File: config.mk
export PLATFORM = sky130hd
export DESIGN_NAME = pipearch_local_stream
export DESIGN_NICKNAME = d
export VERILOG_FILES = /design/src/rtl/pipearch_common.sv /design/src/rtl/pipearch_skid_fifo.sv /design/src/rtl/pipearch_local_stream.sv
export SDC_FILE = /design/constraint.sdc
export NUM_CORES = 2
export LEC_CHECK = 0
export CAP_MARGIN = 20
export CORE_ASPECT_RATIO = 0.9
export CORE_MARGIN = 3
export CORE_UTILIZATION = 55
export DETAILED_ROUTE_END_ITERATION = 12
export PLACE_DENSITY = 0.79
export RECOVER_POWER = 50
export SLEW_MARGIN = 10
export SYNTH_ARGS = -nofsm -noshare
export SYNTH_HDL_FRONTEND = slang
export SYNTH_SLANG_ARGS = --single-unit
export TNS_END_PERCENT = 50
File: constraint.sdc
create_clock -name clk -period 141.9 [get_ports clk]
set_clock_uncertainty 0.2 [all_clocks]
set_input_delay 21.285 -clock clk [delete_from_list [all_inputs] [get_ports clk]]
set_output_delay 21.285 -clock clk [all_outputs]
set_load 0.005 [all_outputs]
File: src/rtl/pipearch_common.sv
// Definitions shared by the pipearch streaming stages: stream FSM encoding and
// the instruction register map.
package pipearch_common;

   typedef enum logic [1:0] {
      IDLE  = 2'd0,
      ISSUE = 2'd1,
      DRAIN = 2'd2,
      DONE  = 2'd3
   } t_stream_state;

   localparam int REG_LENGTH     = 4;
   localparam int REG_LOCAL_BASE = 5;

endpackage

File: src/rtl/pipearch_skid_fifo.sv
// Skid FIFO with a registered output. A pop while empty and pushing forwards the
// incoming word straight to the output register, so an idle FIFO adds one cycle.
module pipearch_skid_fifo #(
   parameter int WIDTH = 512,
   parameter int DEPTH = 8
) (
   input  logic                       clk,
   input  logic                       reset_n,
   input  logic                       i_push,
   input  logic [WIDTH-1:0]           i_din,
   input  logic                       i_pop,
   output logic [WIDTH-1:0]           o_dout,
   output logic [$clog2(DEPTH+1)-1:0] o_count,
   output logic                       o_empty,
   output logic                       o_full
);

   localparam int CW = $clog2(DEPTH + 1);
   localparam int PW = (DEPTH > 1) ? $clog2(DEPTH) : 1;

   logic [WIDTH-1:0] r_mem [DEPTH];
   logic [PW-1:0]    r_wr_ptr;
   logic [PW-1:0]    r_rd_ptr;
   logic [CW-1:0]    r_count;
   logic [WIDTH-1:0] r_dout;
   logic             w_bypass;
   logic             w_write;

   function automatic logic [PW-1:0] ptr_inc(input logic [PW-1:0] p);
      return (p == PW'(DEPTH - 1)) ? '0 : p + PW'(1);
   endfunction

   assign w_bypass = i_pop && (r_count == '0);
   assign w_write  = i_push && !w_bypass;

   always_ff @(posedge clk) begin
      if (w_write) begin
         r_mem[r_wr_ptr] <= i_din;
      end
   end

   always_ff @(posedge clk or negedge reset_n) begin
      if (!reset_n) begin
         r_wr_ptr <= '0;
         r_rd_ptr <= '0;
         r_count  <= '0;
         r_dout   <= '0;
      end else begin
         if (w_write) begin
            r_wr_ptr <= ptr_inc(r_wr_ptr);
         end
         if (i_pop) begin
            if (w_bypass) begin
               r_dout <= i_din;
            end else begin
               r_dout   <= r_mem[r_rd_ptr];
               r_rd_ptr <= ptr_inc(r_rd_ptr);
            end
         end
         r_count <= r_count + CW'(i_push) - CW'(i_pop);
      end
   end

   assign o_dout  = r_dout;
   assign o_count = r_count;
   assign o_empty = (r_count == '0);
   assign o_full  = (r_count == CW'(DEPTH));

   ovf_chk: assert property (@(posedge clk) disable iff (!reset_n)
      !(i_push && !i_pop && (r_count == CW'(DEPTH))));
   unf_chk: assert property (@(posedge clk) disable iff (!reset_n)
      !(i_pop && !i_push && (r_count == '0)));

endmodule

File: src/rtl/pipearch_local_stream.sv
// Streams a contiguous run of lines from local line memory to the writeback stage,
// issuing reads only while the skid FIFO can absorb every outstanding return.
module pipearch_local_stream
   import pipearch_common::*;
#(
   parameter int LINE_WIDTH = 512,
   parameter int ADDR_WIDTH = 10,
   parameter int RD_LATENCY = 2,
   parameter int SKID_DEPTH = 8,
   parameter int NUM_REGS   = 8
) (
   input  logic                         clk,
   input  logic                         reset_n,
   input  logic                         op_start,
   output logic                         op_done,
   input  logic [NUM_REGS-1:0][31:0]    regs,
   output logic                         mem_re,
   output logic [ADDR_WIDTH-1:0]        mem_raddr,
   input  logic [LINE_WIDTH-1:0]        mem_rdata,
   input  logic                         out_almostfull,
   output logic                         out_rvalid,
   output logic [LINE_WIDTH-1:0]        out_rdata
);

   localparam int FCW = $clog2(SKID_DEPTH + 1);
   localparam int CW  = FCW + 1;

   t_stream_state         r_state;
   logic [15:0]           r_len;
   logic [15:0]           r_issued;
   logic [15:0]           r_sent;
   logic [ADDR_WIDTH-1:0] r_base;
   logic [ADDR_WIDTH-1:0] r_mem_raddr;
   logic                  r_mem_re;
   logic                  r_out_rvalid;
   logic                  r_op_done;
   logic [RD_LATENCY-1:0] r_vld;

   logic [FCW-1:0]        w_fifo_count;
   logic                  w_fifo_empty;
   logic                  w_fifo_full;
   logic [CW-1:0]         w_pending;
   logic                  w_issue;
   logic                  w_last_issue;
   logic                  w_push;
   logic                  w_pop;
   logic [15:0]           w_start_len;
   logic                  w_unused_regs;

   assign w_start_len   = regs[REG_LENGTH][15:0];
   assign w_unused_regs = ^regs;

   // Reads in flight, counting the one on the bus this cycle and the one returning now.
   always_comb begin
      w_pending = CW'(r_mem_re);
      for (int i = 0; i < RD_LATENCY; i++) begin
         w_pending = w_pending + CW'(r_vld[i]);
      end
   end

   assign w_issue      = (r_state == ISSUE) && (r_issued != r_len) && !w_fifo_full &&
                         ((w_pending + CW'(w_fifo_count)) < CW'(SKID_DEPTH));
   assign w_last_issue = w_issue && ((r_issued + 16'd1) == r_len);
   assign w_push       = r_vld[RD_LATENCY-1];
   assign w_pop        = !out_almostfull && (!w_fifo_empty || w_push);

   always_ff @(posedge clk or negedge reset_n) begin
      if (!reset_n) begin
         r_state      <= IDLE;
         r_len        <= '0;
         r_issued     <= '0;
         r_sent       <= '0;
         r_base       <= '0;
         r_mem_raddr  <= '0;
         r_mem_re     <= 1'b0;
         r_out_rvalid <= 1'b0;
         r_op_done    <= 1'b0;
         r_vld        <= '0;
      end else begin
         r_mem_re     <= w_issue;
         r_vld        <= RD_LATENCY'({r_vld, r_mem_re});
         r_out_rvalid <= w_pop;
         r_op_done    <= (r_state == DONE);
         if (w_issue) begin
            r_mem_raddr <= r_base + ADDR_WIDTH'(r_issued);
            r_issued    <= r_issued + 16'd1;
         end
         if (w_pop) begin
            r_sent <= r_sent + 16'd1;
         end
         case (r_state)
            IDLE: begin
               if (op_start) begin
                  r_len    <= w_start_len;
                  r_base   <= regs[REG_LOCAL_BASE][ADDR_WIDTH-1:0];
                  r_issued <= '0;
                  r_sent   <= '0;
                  r_state  <= (w_start_len == 16'd0) ? DONE : ISSUE;
               end
            end
            ISSUE: begin
               if (w_last_issue) begin
                  r_state <= DRAIN;
               end
            end
            DRAIN: begin
               // True first in the cycle the final line is on out_rvalid.
               if (r_sent == r_len) begin
                  r_state <= DONE;
               end
            end
            DONE:    r_state <= IDLE;
            default: r_state <= IDLE;
         endcase
      end
   end

   pipearch_skid_fifo #(
      .WIDTH (LINE_WIDTH),
      .DEPTH (SKID_DEPTH)
   ) u_skid (
      .clk     (clk),
      .reset_n (reset_n),
      .i_push  (w_push),
      .i_din   (mem_rdata),
      .i_pop   (w_pop),
      .o_dout  (out_rdata),
      .o_count (w_fifo_count),
      .o_empty (w_fifo_empty),
      .o_full  (w_fifo_full)
   );

   assign mem_re     = r_mem_re;
   assign mem_raddr  = r_mem_raddr;
   assign out_rvalid = r_out_rvalid;
   assign op_done    = r_op_done;

endmodule

==> flow_metrics.env <==
export IMPL_status="complete, but fails checks"
export IMPL_violations="max-capacitance violations, max-slew violations"
export IMPL_yosys_area_top_type_share_pct=68.2
export IMPL_die_height_um=549
export IMPL_fin_nets=11160
export IMPL_pin_count=1297
export IMPL_ant_nets=0
export IMPL_whs_path_depth=0
export IMPL_placed_area_mm2=0.196
export IMPL_final_cell_mix="4096 x edfxtp_1, 1024 x mux4_2, 594 x dfrtp_1"
export IMPL_clockBufferDepth=4
export IMPL_clock_latency_ns=0.97
export IMPL_hpwl_mm=256
export IMPL_synth_ff_type="edfxtp_1"
export IMPL_power_density_mw_per_mm2=19.9
export IMPL_synth_area_leader_cell="edfxtp_1"
export IMPL_drt_wl_total_mm=456
export IMPL_critPathKind="input pin to flop"
export IMPL_timing_rr_end="u_skid.o_dout[234]"
export IMPL_setup_tns_ns=0
export IMPL_cts_repair_resized=0
export IMPL_tightest_slew_ns=8.31
export IMPL_path_cells="clkbuf_1 -> a21o_1 -> clkbuf_1 -> buf_4 -> buf_4 -> buf_4 -> o21ai_0"
export IMPL_power_switching_mw=1.26
export IMPL_antenna_found_initial=243
export IMPL_min_to="r_vld[1]"
export IMPL_comb_power_share_pct=29.4
export IMPL_start_kind="input pin"
export IMPL_htreeDepth=5
export IMPL_pwr_share_seq_pct=42.5
export IMPL_clk_pin_slew_ns=0.07
export IMPL_crit_buf_inv=5
export IMPL_grt_usage_pct=26.9
export IMPL_power_share_clock_pct=28.1
export IMPL_core_mm2=0.325
export IMPL_grt_pass1_wl_mm=667
export IMPL_dieWidth_um=609
export IMPL_io_buffers=1066
export IMPL_cts_buffers_inserted=437
export IMPL_internal_power_mw=2.94
export IMPL_ys_warnings_count=0
export IMPL_areaGrowthSynthToFinish_pct=16.8
export IMPL_firstDrtPassIters=6
export IMPL_cts_tree="built"
export IMPL_drc=0
export IMPL_end_kind="flop"
export IMPL_syn_area_mm2=0.180
export IMPL_synth_area_leaders="edfxtp_1 68%, mux4_2 13%, dfrtp_1 8.3%"
export IMPL_slew_headroom_pct=-454
export IMPL_drv_cap=25
export IMPL_hp_start="r_vld[0]"
export IMPL_syn_inst=9223
export IMPL_cp_required_ns=142.44
export IMPL_grt_max_degree=167
export IMPL_leakagePower_nw=70.7
export IMPL_crit_start="out_almostfull"
export IMPL_cp_slowest_cell="clkbuf_1"
export IMPL_cp_top_family="buffers and inverters"
export IMPL_ff2ff_path_depth=9
export IMPL_syn_avg_cell_area_um2=19.5
export IMPL_rr_startpoint="u_skid.o_count[2]"
export IMPL_ys_seq_elements=4693
export IMPL_routedWlPerCell_um=30.0
export IMPL_p_sw_share_pct=30.0
export IMPL_synth_edf_count=4096
export IMPL_cts_sinks=4693
export IMPL_drive_above_1_share_pct=17.4
export IMPL_postCtsSetupBuffers=0
export IMPL_core_rowCount=198
export IMPL_async_flop_share_pct=12.7
export IMPL_grt_overflow=0
export IMPL_place_gp_congestion=0.824
export IMPL_rsz0062_at_grt="false"
export IMPL_slowest_delay_ns=5.78
export IMPL_drt_initial_drc_count=11688
export IMPL_grt_pass1_vias=99109
export IMPL_die_area_mm2=0.335
export IMPL_vias=95963
export IMPL_crit_top_cell="buf_4"
export IMPL_finalSetupViolations=0
export IMPL_rrSetupSlack_ns=129.11
export IMPL_drv_slew=1267
export IMPL_hold_viol=0
export IMPL_vdd_drop_max_mv=0.0223
export IMPL_critPathMaxFanout=166
export IMPL_ys_types=52
export IMPL_cts_root_buf="clkbuf_16"
export IMPL_ys_seq_area_share_pct=76.5
export IMPL_arrival_ns=35.41
export IMPL_fin_area_mm2=0.211
export IMPL_fin_crit_sh_pct=24.6
export IMPL_via_per_inst=6.31
export IMPL_timing_fmax_mhz=28.7
export IMPL_period_minus_slack_ns=34.88
export IMPL_cts_hold_buf=0
export IMPL_hold_class="flop to flop"
export IMPL_final_common_cell="edfxtp_1"
export IMPL_start_util_pct=55.5
export IMPL_postSynthNetCount=10026
==> power by group through the flow <==
stage | clock network (mW) | registers [mW] | logic [mW]
after floorplan | 0 | 1.88 | 0.777
after global routing | 1.25 | 1.80 | 1.33
after detailed placement | 0 | 1.81 | 1.23
final | 1.18 | 1.79 | 1.23
after CTS | 1.19 | 1.78 | 1.24
after global placement | 0 | 1.80 | 1.20
==> cells in the mapped netlist (all sizes together) (3+ instances only) <==
| master | number |
|---|---|
| or4 | 4 |
| ha | 28 |
| xor2 | 40 |
| buf | 254 |
| dfrtp | 597 |
| a21oi | 522 |
| mux2i | 515 |
| mux2 | 36 |
| edfxtp | 4096 |
| a31oi | 5 |
| xnor2 | 39 |
| mux4 | 1024 |
| nor2b | 6 |
| and2 | 4 |
| nor3 | 13 |
| nand3 | 11 |
| nor4 | 13 |
| a211oi | 5 |
| clkbuf | 280 |
| and3 | 7 |
| o21ai | 524 |
| or3 | 4 |
| fa | 3 |
| nor4b | 3 |
| nand2 | 546 |
| inv | 23 |
| o211ai | 4 |
| a21o | 4 |
| nand4 | 20 |
| nor2 | 568 |
| a21boi | 3 |
==> state kept, by name, summed over array words and instances (netlist names) <==
register and cells:
r_state 2, u_skid.o_dout 512, r_sent 16, u_skid.r_mem 4096, u_skid.o_count 4, mem_raddr 10
mem_re 1, op_done 1, r_base 10, r_len 16, out_rvalid 1, r_issued 16
r_vld 2, u_skid.r_wr_ptr 3, u_skid.r_rd_ptr 3
==> cell type report <==
type                       instances  area, µm²
antenna                          166        415
multi-input combinational       3972      40100
clock inverter                   207       2290
timing repair buffer            1229      12100
tap                             4300       5380
inverter                          24       90.1
sequential                      4693     138000
clock buffer                     614      12300
fill                           20564     114000
==> worst max path at each step <==
stage	endpoint	cells after the start
CTS	u_skid.r_mem[6][118]	9
detailed placement	u_skid.r_mem[6][65]	9
global placement	u_skid.r_mem[6][65]	9
floorplan	u_skid.r_mem[1][0]	4
finish	u_skid.o_dout[234]	7
global route	u_skid.o_dout[234]	7
==> stage by stage <==
step / instances / power, mW / setup WS (ns) / util, % / hold WS (ns)
floorplan: 9223 / 2.66 / 69.17 / - / 0.186
global placement: 14216 / 3.00 / 114.91 / 60.2 / 0.197
detailed placement: 14216 / 3.04 / 114.91 / 60.2 / 0.204
CTS: 15037 / 4.22 / 115.94 / 64.7 / 0.225
global route: 15157 / 4.37 / 106.33 / 64.8 / 0.245
finish: 15205 / 4.20 / 107.03 / 64.8 / 0.218
==> per-layer routing <==
metal / GRT usage, % / part of all wire (%) / vias up
met2: 43.1 / 49 / 5350
met3: 4.35 / 7.9 / 1109
met4: 15.1 / 6.1 / 44
li1: - / - / 39248
met1: 35.7 / 37 / 50212
met5: 0 / 0.066 / -
==> cells by family (layout without fill, tap and decap cells) <==
family                     count (synthesis)  count (layout)  share of synthesized area (%)
other                                      0             166                              0
DFF                                     4693            4693                           76.5
and+or+nand+nor                         1205            1205                           2.64
adders and majority gates                 31              31                          0.228
muxes                                   1575            1575                           15.9
AOI/OAI and AO/OA                       1082            1082                           3.06
buffers and inverters                    558            2074                           1.29
xor gates and xnor gates                  79              79                          0.384
No activity file was read; power rests on OpenSTA's default activity.
